===== config.mk =====
export PLATFORM = sky130hd
export DESIGN_NAME = muldiv_unit
export DESIGN_NICKNAME = d
export VERILOG_FILES = /design/src/rtl/muldiv_pkg.sv /design/src/rtl/muldiv_step.sv /design/src/rtl/muldiv_unit.sv
export SDC_FILE = /design/constraint.sdc
export NUM_CORES = 1
export LEC_CHECK = 0
export ABC_AREA = 1
export CORE_MARGIN = 3
export CORE_UTILIZATION = 53
export DETAILED_ROUTE_END_ITERATION = 12
export GPL_ROUTABILITY_DRIVEN = 0
export PLACE_DENSITY_LB_ADDON = 0.1
export SKIP_LAST_GASP = 1
export SLEW_MARGIN = 20
export SYNTH_ARGS = -nofsm -noshare
export SYNTH_HDL_FRONTEND = slang
export SYNTH_HIERARCHICAL = 1
export SYNTH_SLANG_ARGS = --single-unit

===== constraint.sdc =====
create_clock -name clk -period 3.05 [get_ports clk]
set_input_delay 0.305 -clock clk [delete_from_list [all_inputs] [get_ports clk]]
set_output_delay 0.305 -clock clk [all_outputs]
set_load 0.005 [all_outputs]

===== src/rtl/muldiv_pkg.sv =====
// Shared definitions for the iterative multiply/divide coprocessor.
package muldiv_pkg;

    localparam int unsigned WIDTH_DEFAULT = 16;

    typedef enum logic [1:0] {
        OP_MULL = 2'd0,
        OP_MULH = 2'd1,
        OP_DIV  = 2'd2,
        OP_MOD  = 2'd3
    } op_e;

    typedef enum logic [1:0] {
        IDLE = 2'd0,
        RUN  = 2'd1,
        DONE = 2'd2
    } state_e;

    // Divide-family ops share the high op bit.
    function automatic logic is_div_op(input op_e op);
        return op[1];
    endfunction

endpackage


===== src/rtl/muldiv_step.sv =====
// One combinational iteration: shift-add multiply step or restoring divide step.
module muldiv_step
    import muldiv_pkg::*;
#(
    parameter int unsigned WIDTH = WIDTH_DEFAULT
) (
    input  logic             is_div,
    input  logic [WIDTH:0]   acc,
    input  logic [WIDTH-1:0] shreg,
    input  logic [WIDTH-1:0] operand,
    output logic [WIDTH:0]   acc_next,
    output logic [WIDTH-1:0] shreg_next,
    output logic             q_bit
);

    logic [WIDTH:0] sum;
    logic [WIDTH:0] shifted;
    logic [WIDTH:0] trial;

    always_comb begin
        sum        = acc + {1'b0, operand};
        shifted    = {acc[WIDTH-1:0], shreg[WIDTH-1]};
        trial      = shifted - {1'b0, operand};
        acc_next   = acc;
        shreg_next = shreg;
        q_bit      = 1'b0;
        if (is_div) begin
            // Remainder stays below the divisor, so trial[WIDTH] is exactly the borrow.
            q_bit      = ~trial[WIDTH];
            acc_next   = q_bit ? trial : shifted;
            shreg_next = {shreg[WIDTH-2:0], 1'b0};
        end else if (shreg[0]) begin
            acc_next   = {1'b0, sum[WIDTH:1]};
            shreg_next = {sum[0], shreg[WIDTH-1:1]};
        end else begin
            acc_next   = {2'b00, acc[WIDTH-1:1]};
            shreg_next = {acc[0], shreg[WIDTH-1:1]};
        end
    end

endmodule


===== src/rtl/muldiv_unit.sv =====
// Iterative unsigned multiply/divide coprocessor; one bit per clock, result held
// until the next accepted operation completes.
module muldiv_unit
    import muldiv_pkg::*;
#(
    parameter int unsigned WIDTH = WIDTH_DEFAULT
) (
    input  logic             clk,
    input  logic             rst,
    input  logic             start,
    input  logic [1:0]       op,
    input  logic [WIDTH-1:0] a,
    input  logic [WIDTH-1:0] b,
    output logic [WIDTH-1:0] muldiv,
    output logic             busy,
    output logic             done,
    output logic             overflow,
    output logic             div_zero
);

    localparam int unsigned CNT_W = $clog2(WIDTH);

    state_e           state;
    state_e           state_next;
    logic [CNT_W-1:0] cnt;
    op_e              op_q;
    logic [WIDTH:0]   acc;
    logic [WIDTH-1:0] shreg;
    logic [WIDTH-1:0] operand;

    logic [WIDTH:0]   acc_next;
    logic [WIDTH-1:0] shreg_next;
    logic [WIDTH-1:0] shreg_upd;
    logic             q_bit;
    logic             accept;
    logic             last;
    logic [WIDTH-1:0] res_c;
    logic             ovf_c;

    muldiv_step #(.WIDTH(WIDTH)) u_step (
        .is_div     (is_div_op(op_q)),
        .acc        (acc),
        .shreg      (shreg),
        .operand    (operand),
        .acc_next   (acc_next),
        .shreg_next (shreg_next),
        .q_bit      (q_bit)
    );

    assign shreg_upd = {shreg_next[WIDTH-1:1], shreg_next[0] | q_bit};

    always_ff @(posedge clk or posedge rst) begin
        if (rst) state <= IDLE;
        else     state <= state_next;
    end

    // Next state; a start is honoured in IDLE and DONE, never in RUN.
    always_comb begin
        state_next = state;
        accept     = 1'b0;
        last       = 1'b0;
        case (state)
            IDLE: begin
                if (start) begin
                    state_next = RUN;
                    accept     = 1'b1;
                end
            end
            RUN: begin
                if (cnt == CNT_W'(WIDTH - 1)) begin
                    state_next = DONE;
                    last       = 1'b1;
                end
            end
            DONE: begin
                state_next = IDLE;
                if (start) begin
                    state_next = RUN;
                    accept     = 1'b1;
                end
            end
            default: state_next = IDLE;
        endcase
    end

    // Result selection from the final iteration's outputs.
    always_comb begin
        res_c = shreg_upd;
        ovf_c = 1'b0;
        case (op_q)
            OP_MULL: begin
                res_c = shreg_upd;
                ovf_c = |acc_next[WIDTH-1:0];
            end
            OP_MULH: res_c = acc_next[WIDTH-1:0];
            OP_DIV:  res_c = shreg_upd;
            OP_MOD:  res_c = acc_next[WIDTH-1:0];
            default: res_c = shreg_upd;
        endcase
    end

    always_ff @(posedge clk or posedge rst) begin
        if (rst) begin
            cnt      <= '0;
            op_q     <= OP_MULL;
            acc      <= '0;
            shreg    <= '0;
            operand  <= '0;
            muldiv   <= '0;
            busy     <= 1'b0;
            done     <= 1'b0;
            overflow <= 1'b0;
            div_zero <= 1'b0;
        end else begin
            busy <= (state_next == RUN);
            done <= (state_next == DONE);
            if (accept) begin
                op_q    <= op_e'(op);
                acc     <= '0;
                shreg   <= a;
                operand <= b;
                cnt     <= '0;
            end else if (state == RUN) begin
                acc   <= acc_next;
                shreg <= shreg_upd;
                cnt   <= cnt + CNT_W'(1);
            end
            if (last) begin
                muldiv   <= res_c;
                overflow <= ovf_c;
                div_zero <= is_div_op(op_q) && (operand == '0);
            end
        end
    end

endmodule

==> metrics.md, run 1 <==
| Metric | Value |
|---|---|
| Worst reg2reg path startpoint | operand[10]$_DFFE_PP0P_ |
| Status | finished clean |
| Port bufs | 56 |
| Crit path from | operand[10]$_DFFE_PP0P_ |
| Number of synthesized flops with an enable pin | 0 |
| Vias in the first global route | 6134 |
| Drt first pass iters | 7 |
| Die width | 114 um |
| Max Freq | 335 MHz |
| Avg Synthesized Cell Area | 6.25 um2 |
| Number of synthesized register bits | 77 |
| Synthesis-to-finish area growth | 22.0% |
| Unrepaired setup endpoints after global routing | yes |
| Final WL | 18.8 mm |
| Clock root buffer | clkbuf_16 |
| Finished Cell Area | 0.00749 mm2 |
| RR Endpoint | overflow$_DFFE_PP0P_ |
| Post-synth top flop | dfrtp_1 |
| Worst Skew | 0.00788 ns |
| Initial Util | 55.4% |
| HP Class | in -> async |
| R2R depth | 22 |
| Max-cap violations | 0 |
| Crit path DAT | 3.23 ns |
| Synth Cell Area | 0.00614 mm2 |
| Overall Global Routing Usage | 30.1% |
| H-tree Lvls | 3 |
| Final Core Density | 67.6% |
| Post-DRT Antenna Nets | 0 |
| Largest net degree at the start of global routing | 43 |
| Post-route DRC | 0 |
| Final hold vios | 0 |
| Worst-Margin Slew | 0.982 ns |
| Clk sinks | 77 |
| Synth cell types | 37 |
| First-pass GRT wire length | 30.6 mm |
| YS warnings | 6 |
| Final Hold Slack | 0.353 ns |
| Avg WL per Cell | 15.6 um |
| Final Cycle Share | 97.8% |
| CTS buffer count | 9 |
| Detail Placement HPWL | 13.6 mm |
| DP Area | 0.00697 mm2 |
| Layout cells sized above 1 | 10.9% |
| Non-Filler Instances | 1204 |
| Net Count, Synth | 1055 |
| Rows | 38 |
| Reg2Reg Setup Slack | 0.07 ns |
| Antenna Cells | 0 |
| Maximum fanout along the worst path | 5 |
| Die area | 0.0129 mm2 |
| CTS tree | done |
| Crit end category | flop |
| Fin. max-slew vios | 0 |
| Die height | 114 um |
| Skew-Pair Late Insertion Delay | 0.35 ns |
| Required @ worst endpoint | 3.29 ns |
| Core Area | 0.0111 mm2 |
| Kind of critical path | reg -> reg |
| Antenna violations before repair | 0 |
| # hold bufs at CTS | 0 |
| Rel. slew slack | 34.6% |
| Vias per cell | 5.41 |
| Synth async-reset ratio | 100% |
| CP Launch Type | flop |
| DRC marker count from the first detailed-route iteration | 853 |
| Final Setup Violations | 0 |
| Vias | 6517 |
| Crit path capture | overflow$_DFFE_PP0P_ |
| Post-synthesis instance total | 982 |
| Clock transition at the registers of the reported paths | 0.07 ns |
| I/O Pins | 57 |
| NumNets Final | 1132 |
| Placed cell count | 1182 |
| Sequential-to-total area share from yosys stat | 31.4% |
| Clock buffer depth | 2 |
| GR Overflow Total | 0 |
| Fin crit period | 2.98 ns |
state kept, by name, summed over array words and instances (netlist names), 2 cells and up:
signal / count
cnt: 4
operand: 16
state: 2
shreg: 16
muldiv: 16
op_q: 2
acc: 17
worst min-delay path by stage:
stage                                startpoint                      end  slack (ns)  depth (start not counted)
after floorplan                           b[12]  operand[12]$_DFFE_PP0P_        0.41                          2
after global placement    muldiv[7]$_DFFE_PP0P_    muldiv[7]$_DFFE_PP0P_        0.46                          2
after detailed placement  muldiv[1]$_DFFE_PP0P_    muldiv[1]$_DFFE_PP0P_        0.47                          2
after CTS                                   rst   operand[7]$_DFFE_PP0P_        0.38                          2
after global routing                        rst   operand[7]$_DFFE_PP0P_        0.41                          2
final                                       rst   operand[7]$_DFFE_PP0P_        0.35                          2
stage by stage:
step	TNS, ns	setup WS [ns]
after floorplan	0	0.154
after global placement	0	0.129
after detailed placement	0	0.0635
after CTS	0	0.0515
after global routing	-0.723	-0.131
final	0	0.0683
critical path, cell delays in order, from the launching register on:
cell and delay (ns):
dfrtp_1 0.42, inv_1 0.08, ha_1 0.30, nand2_1 0.12
nor2_2 0.17, inv_1 0.06, nor2_1 0.12, nand2_2 0.08
nand2_2 0.09, a21oi_2 0.05, o21bai_1 0.16, ha_1 0.29
inv_2 0.10, buf_4 0.15, a21oi_1 0.07, nand2_1 0.10
nand2_2 0.11, nor2_2 0.11, nand2_1 0.05, nor2_1 0.09
nand2_1 0.06, nand2_1 0.05, nand2_1 0.04
layout by cell type, fill, tap and decap left out, drive strengths merged:
master         count
o21ai             54
ha                34
dfrtp             77
or2                3
nand3             49
nand2            425
nor3               4
o21bai             1
a21oi             49
xor2               5
nand4              3
fa                 2
clkdlybuf4s50     56
nor2              58
xnor2              3
bufinv             1
nand3b             1
clkbuf             9
a2bb2oi            1
o211ai            16
buf               40
inv              165
a211oi             1
clkinv             5
a22oi              2
layout make-up:
class                           instances  area [um2]
Clock buffer                            9         225
Inverter                              164         624
Timing Repair Buffer                   96         877
Tap cell                              140         175
Clock inverter                          7        81.3
Sequential cell                        77        1930
Fill cell                            1019        3590
Multi-Input combinational cell        711        3580
synth_stat cells, drive strengths merged (4+ instances only):
cell type	n	area, um2
o211ai	16	120
ha	34	425
o21ai	54	274
inv	163	619
nor2	58	240
nor3	4	20.0
nand2	425	1630
clkbuf	9	33.8
dfrtp	77	1930
nand3	49	255
xor2	5	43.8
buf	21	144
a21oi	49	253
layer usage:
| metal | track usage, % | part of all wire, % | routed length, um | vias to the layer above |
|---|---|---|---|---|
| li1 | - | - | - | 3187 |
| met1 | 43.3 | 43 | 8180 | 2943 |
| met2 | 46.1 | 45 | 8460 | 346 |
| met3 | 4.99 | 9.1 | 1710 | 41 |
| met4 | 10.4 | 2.4 | 458 | 0 |
| met5 | 0 | 0 | 0 | - |
cell families after synthesis:
family / share of synthesized area [%]
XOR/XNOR: 1.14
buffers and inverters: 13.0
adder cells (fa/ha/maj): 7.58
flip-flops: 31.4
AND/OR/NAND/NOR: 35.7
AO/OA/AOI/OAI: 11.2
timing repair:
action,CTS,global route
setup buffers,0,5
resized for setup,0,46
endpoints found under the setup margin,0,21
endpoints found under the hold margin,0,0
Power of run 1 is not shown: default switching activity piles up to over one toggle a cycle in this logic, so the estimate is an artifact.
==> run 2, diff against run 1 <==
--- a/config.mk
+++ b/config.mk
@@ -7,7 +7,7 @@
 export LEC_CHECK = 0
 export ABC_AREA = 1
 export CORE_MARGIN = 3
-export CORE_UTILIZATION = 53
+export CORE_UTILIZATION = 55
 export DETAILED_ROUTE_END_ITERATION = 12
 export GPL_ROUTABILITY_DRIVEN = 0
 export PLACE_DENSITY_LB_ADDON = 0.1
==> constraint.sdc (replaced) <==
create_clock -name clk -period 3.4 [get_ports clk]
set_input_delay 0.34 -clock clk [delete_from_list [all_inputs] [get_ports clk]]
set_output_delay 0.34 -clock clk [all_outputs]
set_load 0.005 [all_outputs]
==> run 2 against run 1 <==
  * Worst setup slack better by 0.22 ns
  * Fmax is 4.2% lower
  * Die area is 3.4% lower
  * Via count is 5.0% lower
  * Clock skew is 0.0056 ns higher
  * First-iteration DRC count is 33% lower
  * Critical path type unchanged
==> metrics.md, run 2 (synthesis results as in run 1) <==
| Metric | Value |
|---|---|
| Status | finished clean |
| Vias per cell | 5.30 |
| Finished Cell Area | 0.00696 mm2 |
| H-tree Lvls | 3 |
| Detail Placement HPWL | 12.8 mm |
| Metal2 WL | 7.85 mm |
| R2R depth | 19 |
| Maximum fanout along the worst path | 10 |
| Max reg flops | 17 |
| Leading cell types in the layout, fill and taps excluded | nand2_1, inv_1, dfrtp_1 |
| Final Cycle Share | 91.5% |
| Max-cap violations | 0 |
| # hold bufs at CTS | 0 |
| Clock buffer depth | 2 |
| Clk sinks | 77 |
| Synthesis-to-finish area growth | 13.3% |
| Highest routed metal layer | met4 |
| Vias | 6190 |
| RR Endpoint | muldiv[2]$_DFFE_PP0P_ |
| Final WL | 17.4 mm |
| Port bufs | 56 |
| Post-route DRC | 0 |
| Worst-Margin Slew | 0.858 ns |
| Post-DRT Antenna Nets | 0 |
| CTS buffer count | 9 |
| Antenna Cells | 0 |
| Final Setup Violations | 0 |
| Max Freq | 321 MHz |
| Layout cells sized above 1 | 5.23% |
| Final Hold Slack | 0.215 ns |
| Largest net degree at the start of global routing | 44 |
| GR Overflow Total | 0 |
| Vias in the first global route | 5714 |
| Largest reg by FF count | acc |
| Die height | 112 um |
| HP Class | in -> async |
| Clock transition at the registers of the reported paths | 0.10 ns |
| DP Area | 0.00676 mm2 |
| Fin crit period | 3.11 ns |
| Final hold vios | 0 |
| DRC marker count from the first detailed-route iteration | 568 |
| Rows | 37 |
| Kind of critical path | reg -> reg |
| Crit end category | flop |
| NumNets Final | 1101 |
| Met3 routed WL | 1.55 mm |
| Clock root buffer | clkbuf_8 |
| Wl on met1 | 7.67 mm |
| Worst reg2reg path startpoint | acc[2]$_DFFE_PP0P_ |
| I/O Pins | 57 |
| Die area | 0.0125 mm2 |
| CTS tree | done |
| Initial Util | 57.9% |
| Rel. slew slack | 42.8% |
| Die width | 112 um |
| Core Area | 0.0106 mm2 |
| Skew-Pair Late Insertion Delay | 0.36 ns |
| Overall Global Routing Usage | 27.9% |
| Required @ worst endpoint | 3.70 ns |
| Antenna violations before repair | 0 |
| Crit path DAT | 3.41 ns |
| First-pass GRT wire length | 28.4 mm |
| Worst Skew | 0.0135 ns |
| CP Launch Type | flop |
| Commonest non-fill, non-tap cell in the layout | nand2_1 |
| Fin. max-slew vios | 0 |
| Drt first pass iters | 8 |
| Reg2Reg Setup Slack | 0.29 ns |
| Avg WL per Cell | 14.9 um |
-- run 2: changes by cell type in the layout (fill, tap and decap cells not counted), moves of 3 or more --
| cell | before | now |
|---|---|---|
| a21oi_1 | 44 | 47 |
| o21ai_1 | 8 | 0 |
| buf_4 | 38 | 9 |
| o21ai_0 | 45 | 53 |
| a21oi_2 | 5 | 2 |
| clkbuf_16 | 9 | 0 |
| ha_4 | 8 | 0 |
| ha_1 | 24 | 34 |
| nand2_2 | 18 | 8 |
| clkbuf_8 | 0 | 9 |
| nand2_1 | 405 | 415 |
-- run 2: metal layers --
layer	up-vias	track usage [%]
met5	-	0
li1	3120	-
met4	0	8.43
met2	294	43.7
met3	37	4.29
met1	2739	40.0
-- run 2: cell type report --
class	count	area [um2]
clock buffers	9	124
clock inverters	7	58.8
fillers	1017	3650
inverters	164	624
multi-input cells	711	3420
flip-flops and latches	77	1930
well taps	136	170
repair buffers	65	628
-- run 2: stage by stage --
| step | instances | TNS (ns) | util, % | setup WS (ns) |
|---|---|---|---|---|
| after floorplan | 982 | 0 | - | 0.504 |
| after global placement | 1153 | 0 | 63.8 | 0.313 |
| after detailed placement | 1153 | 0 | 63.8 | 0.293 |
| after CTS | 1169 | 0 | 65.5 | 0.257 |
| after global routing | 1169 | -0.00500 | 65.6 | -0.00500 |
| final | 1169 | 0 | 65.6 | 0.289 |
-- run 2: worst max-delay path by stage --
stage	start	endpoint	slack [ns]	depth (start not counted)
3_3_place_gp	acc[2]$_DFFE_PP0P_	muldiv[2]$_DFFE_PP0P_	0.31	19
6_report	acc[2]$_DFFE_PP0P_	muldiv[2]$_DFFE_PP0P_	0.29	19
2_1_floorplan	shreg[15]$_DFFE_PP0P_	overflow$_DFFE_PP0P_	0.50	23
5_1_grt	acc[2]$_DFFE_PP0P_	overflow$_DFFE_PP0P_	-0.005	20
4_1_cts	acc[2]$_DFFE_PP0P_	muldiv[2]$_DFFE_PP0P_	0.26	19
3_5_place_dp	acc[2]$_DFFE_PP0P_	muldiv[2]$_DFFE_PP0P_	0.29	19
-- run 2: critical path, stage by stage, from the launching register on --
cell and delay, ns:
dfrtp_1 0.47, ha_1 0.41, nand2_1 0.12, nand2_1 0.07, nand2_1 0.09, nand3_2 0.10, nand2_1 0.09, nand2_1 0.07
a21oi_1 0.14, o21bai_1 0.08, ha_1 0.29, inv_1 0.05, buf_4 0.16, a21oi_1 0.10, o21ai_0 0.13, a22oi_2 0.32
nand2_1 0.09, o21ai_0 0.11, nand2_1 0.08, nand2_1 0.06
-- run 2: repair_timing --
action | CTS | global route
buffers inserted | 0 | 0
gates resized for setup | 0 | 3
endpoints found under the setup margin | 0 | 3
Power of run 2 is left out for the same reason.
==> run 3, diff against run 2 <==
--- a/config.mk
+++ b/config.mk
@@ -10,9 +10,9 @@
 export CORE_UTILIZATION = 55
 export DETAILED_ROUTE_END_ITERATION = 12
 export GPL_ROUTABILITY_DRIVEN = 0
+export GPL_TIMING_DRIVEN = 0
 export PLACE_DENSITY_LB_ADDON = 0.1
 export SKIP_LAST_GASP = 1
-export SLEW_MARGIN = 20
 export SYNTH_ARGS = -nofsm -noshare
 export SYNTH_HDL_FRONTEND = slang
 export SYNTH_HIERARCHICAL = 1
==> run 3 against run 2 <==
  * Clock skew shrank 0.00072 ns
  * Design area grew 4.9%
  * Via count grew 1.9%
  * Die area is the same
  * Fmax shrank 6.0%
  * Non-clock buffer count grew 29
  * Utilization grew 3.2 points
  * First-iteration DRC count grew 16%
  * Cell count grew 2.5%
  * Critical path depth grew 4
  * Flip-flop and latch count is the same
  * Critical path type unchanged
  * Worst setup slack lost 0.20 ns
==> metrics.md, run 3 (synthesis results as in run 1) <==
| Metric | Value |
|---|---|
| First-pass GRT wire length | 28.5 mm |
| Area of the multi-input gates | 0.00354 mm2 |
| Largest net degree at the start of global routing | 73 |
| # hold bufs at CTS | 0 |
| Post-route DRC | 0 |
| Largest reg by FF count | acc |
| Rows | 37 |
| GR Overflow Total | 0 |
| Die height | 112 um |
| Kind of critical path | reg -> reg |
| Post-DRT Antenna Nets | 0 |
| Fillers | 972 |
| Met3 routed WL | 1.43 mm |
| NumNets Final | 1130 |
| Antenna violations before repair | 0 |
| Vias | 6309 |
| Worst Skew | 0.0128 ns |
| Crit end category | flop |
| Vias per cell | 5.27 |
| Max Freq | 302 MHz |
| CTS buffer count | 9 |
| Max reg flops | 17 |
| DRC marker count from the first detailed-route iteration | 660 |
| Final Hold Slack | 0.201 ns |
| Leading cell types in the layout, fill and taps excluded | nand2_1, inv_1, dfrtp_1 |
| Required @ worst endpoint | 3.65 ns |
| Fin. max-slew vios | 0 |
| Vias in the first global route | 5775 |
| Final Cycle Share | 97.3% |
| Non-Filler Instances | 1198 |
| Max-cap violations | 0 |
| H-tree Lvls | 3 |
| Avg WL per Cell | 14.8 um |
| Initial Util | 57.9% |
| Rel. slew slack | 60.0% |
| I/O Pins | 57 |
| Layout cells sized above 1 | 8.95% |
| Crit path DAT | 3.56 ns |
| Skew-Pair Late Insertion Delay | 0.36 ns |
| Die width | 112 um |
| Fin crit period | 3.31 ns |
| Final WL | 17.7 mm |
| Clock root buffer | clkbuf_8 |
| Overall Global Routing Usage | 28.2% |
| Final Setup Violations | 0 |
| Die area | 0.0125 mm2 |
| Antenna Cells | 0 |
| CTS tree | done |
| Port bufs | 56 |
| Finished Cell Area | 0.00729 mm2 |
| Detail Placement HPWL | 13.7 mm |
| CP Launch Type | flop |
| Register area | 0.00193 mm2 |
| Maximum fanout along the worst path | 10 |
| Core Area | 0.0106 mm2 |
| Synthesis-to-finish area growth | 18.8% |
| Final hold vios | 0 |
| Metal2 WL | 7.99 mm |
| Placed cell count | 1175 |
| Clock buffer depth | 2 |
| Status | finished clean |
| Final Core Density | 68.8% |
| Clock transition at the registers of the reported paths | 0.09 ns |
| Unrepaired setup endpoints after global routing | no |
| Wl on met1 | 8.06 mm |
| DP Area | 0.00690 mm2 |
| Worst-Margin Slew | 0.600 ns |
| Clk sinks | 77 |
| Highest routed metal layer | met4 |
| Drt first pass iters | 5 |
| Commonest non-fill, non-tap cell in the layout | nand2_1 |
| HP Class | in -> async |
run 3: per-stage QoR:
step                setup TNS [ns]  setup slack, ns
finish                           0           0.0911
global route                     0         0.000370
CTS                              0          0.00483
detailed placement           -1.42           -0.254
global placement            -17.18           -0.239
floorplan                        0            0.504
run 3: final timing paths:
kind | from | slack, ns | end | depth (start not counted)
worst min-delay path | rst | 0.20 | operand[8]$_DFFE_PP0P_ | 2
worst max register to register | shreg[15]$_DFFE_PP0P_ | 0.09 | overflow$_DFFE_PP0P_ | 23
max in group asynchronous | rst | 2.62 | operand[14]$_DFFE_PP0P_ | 3
worst max-delay path | shreg[15]$_DFFE_PP0P_ | 0.09 | overflow$_DFFE_PP0P_ | 23
min in group clk | muldiv[4]$_DFFE_PP0P_ | 0.48 | muldiv[4]$_DFFE_PP0P_ | 2
worst min register to register | muldiv[4]$_DFFE_PP0P_ | 0.48 | muldiv[4]$_DFFE_PP0P_ | 2
run 3: worst max-delay path: stages (launching register included):
cell and delay [ns]:
dfrtp_1 0.37, inv_1 0.08, ha_2 0.21, fa_1 0.38, inv_2 0.09, nand2_1 0.09
nand3_2 0.11, nand2_1 0.10, nand2_2 0.08, a21oi_1 0.07, o21bai_1 0.19, ha_1 0.27
buf_6 0.15, inv_6 0.09, buf_8 0.13, a21oi_1 0.06, nand2_1 0.09, nand2_1 0.14
nor2_1 0.13, nand2_1 0.05, nor2_1 0.10, nand2_1 0.09, nand2_1 0.07, nand2_1 0.05
run 3: cell type report:
class	instances	share of cell area, %
Inverter	164	8.64
Clock inverter	6	0.600
Tap cell	136	2.33
Buffer	30	2.76
Clock buffer	10	1.89
Timing Repair Buffer	64	8.78
Multi-Input combinational cell	711	48.5
Sequential cell	77	26.5
run 3: metal layers:
layer  GRT usage [%]  vias up
met4            5.68        0
met1            41.8     2848
met2            43.8      260
met5               0        -
met3            4.57       23
li1                -     3178
run 3: what timing repair did:
action / CTS / global route
setup buffers: 0 / 7
resized for setup: 8 / 28
setup endpoints to repair: 13 / 16
pin swaps: 1 / 4
Power of run 3 is left out for the same reason.
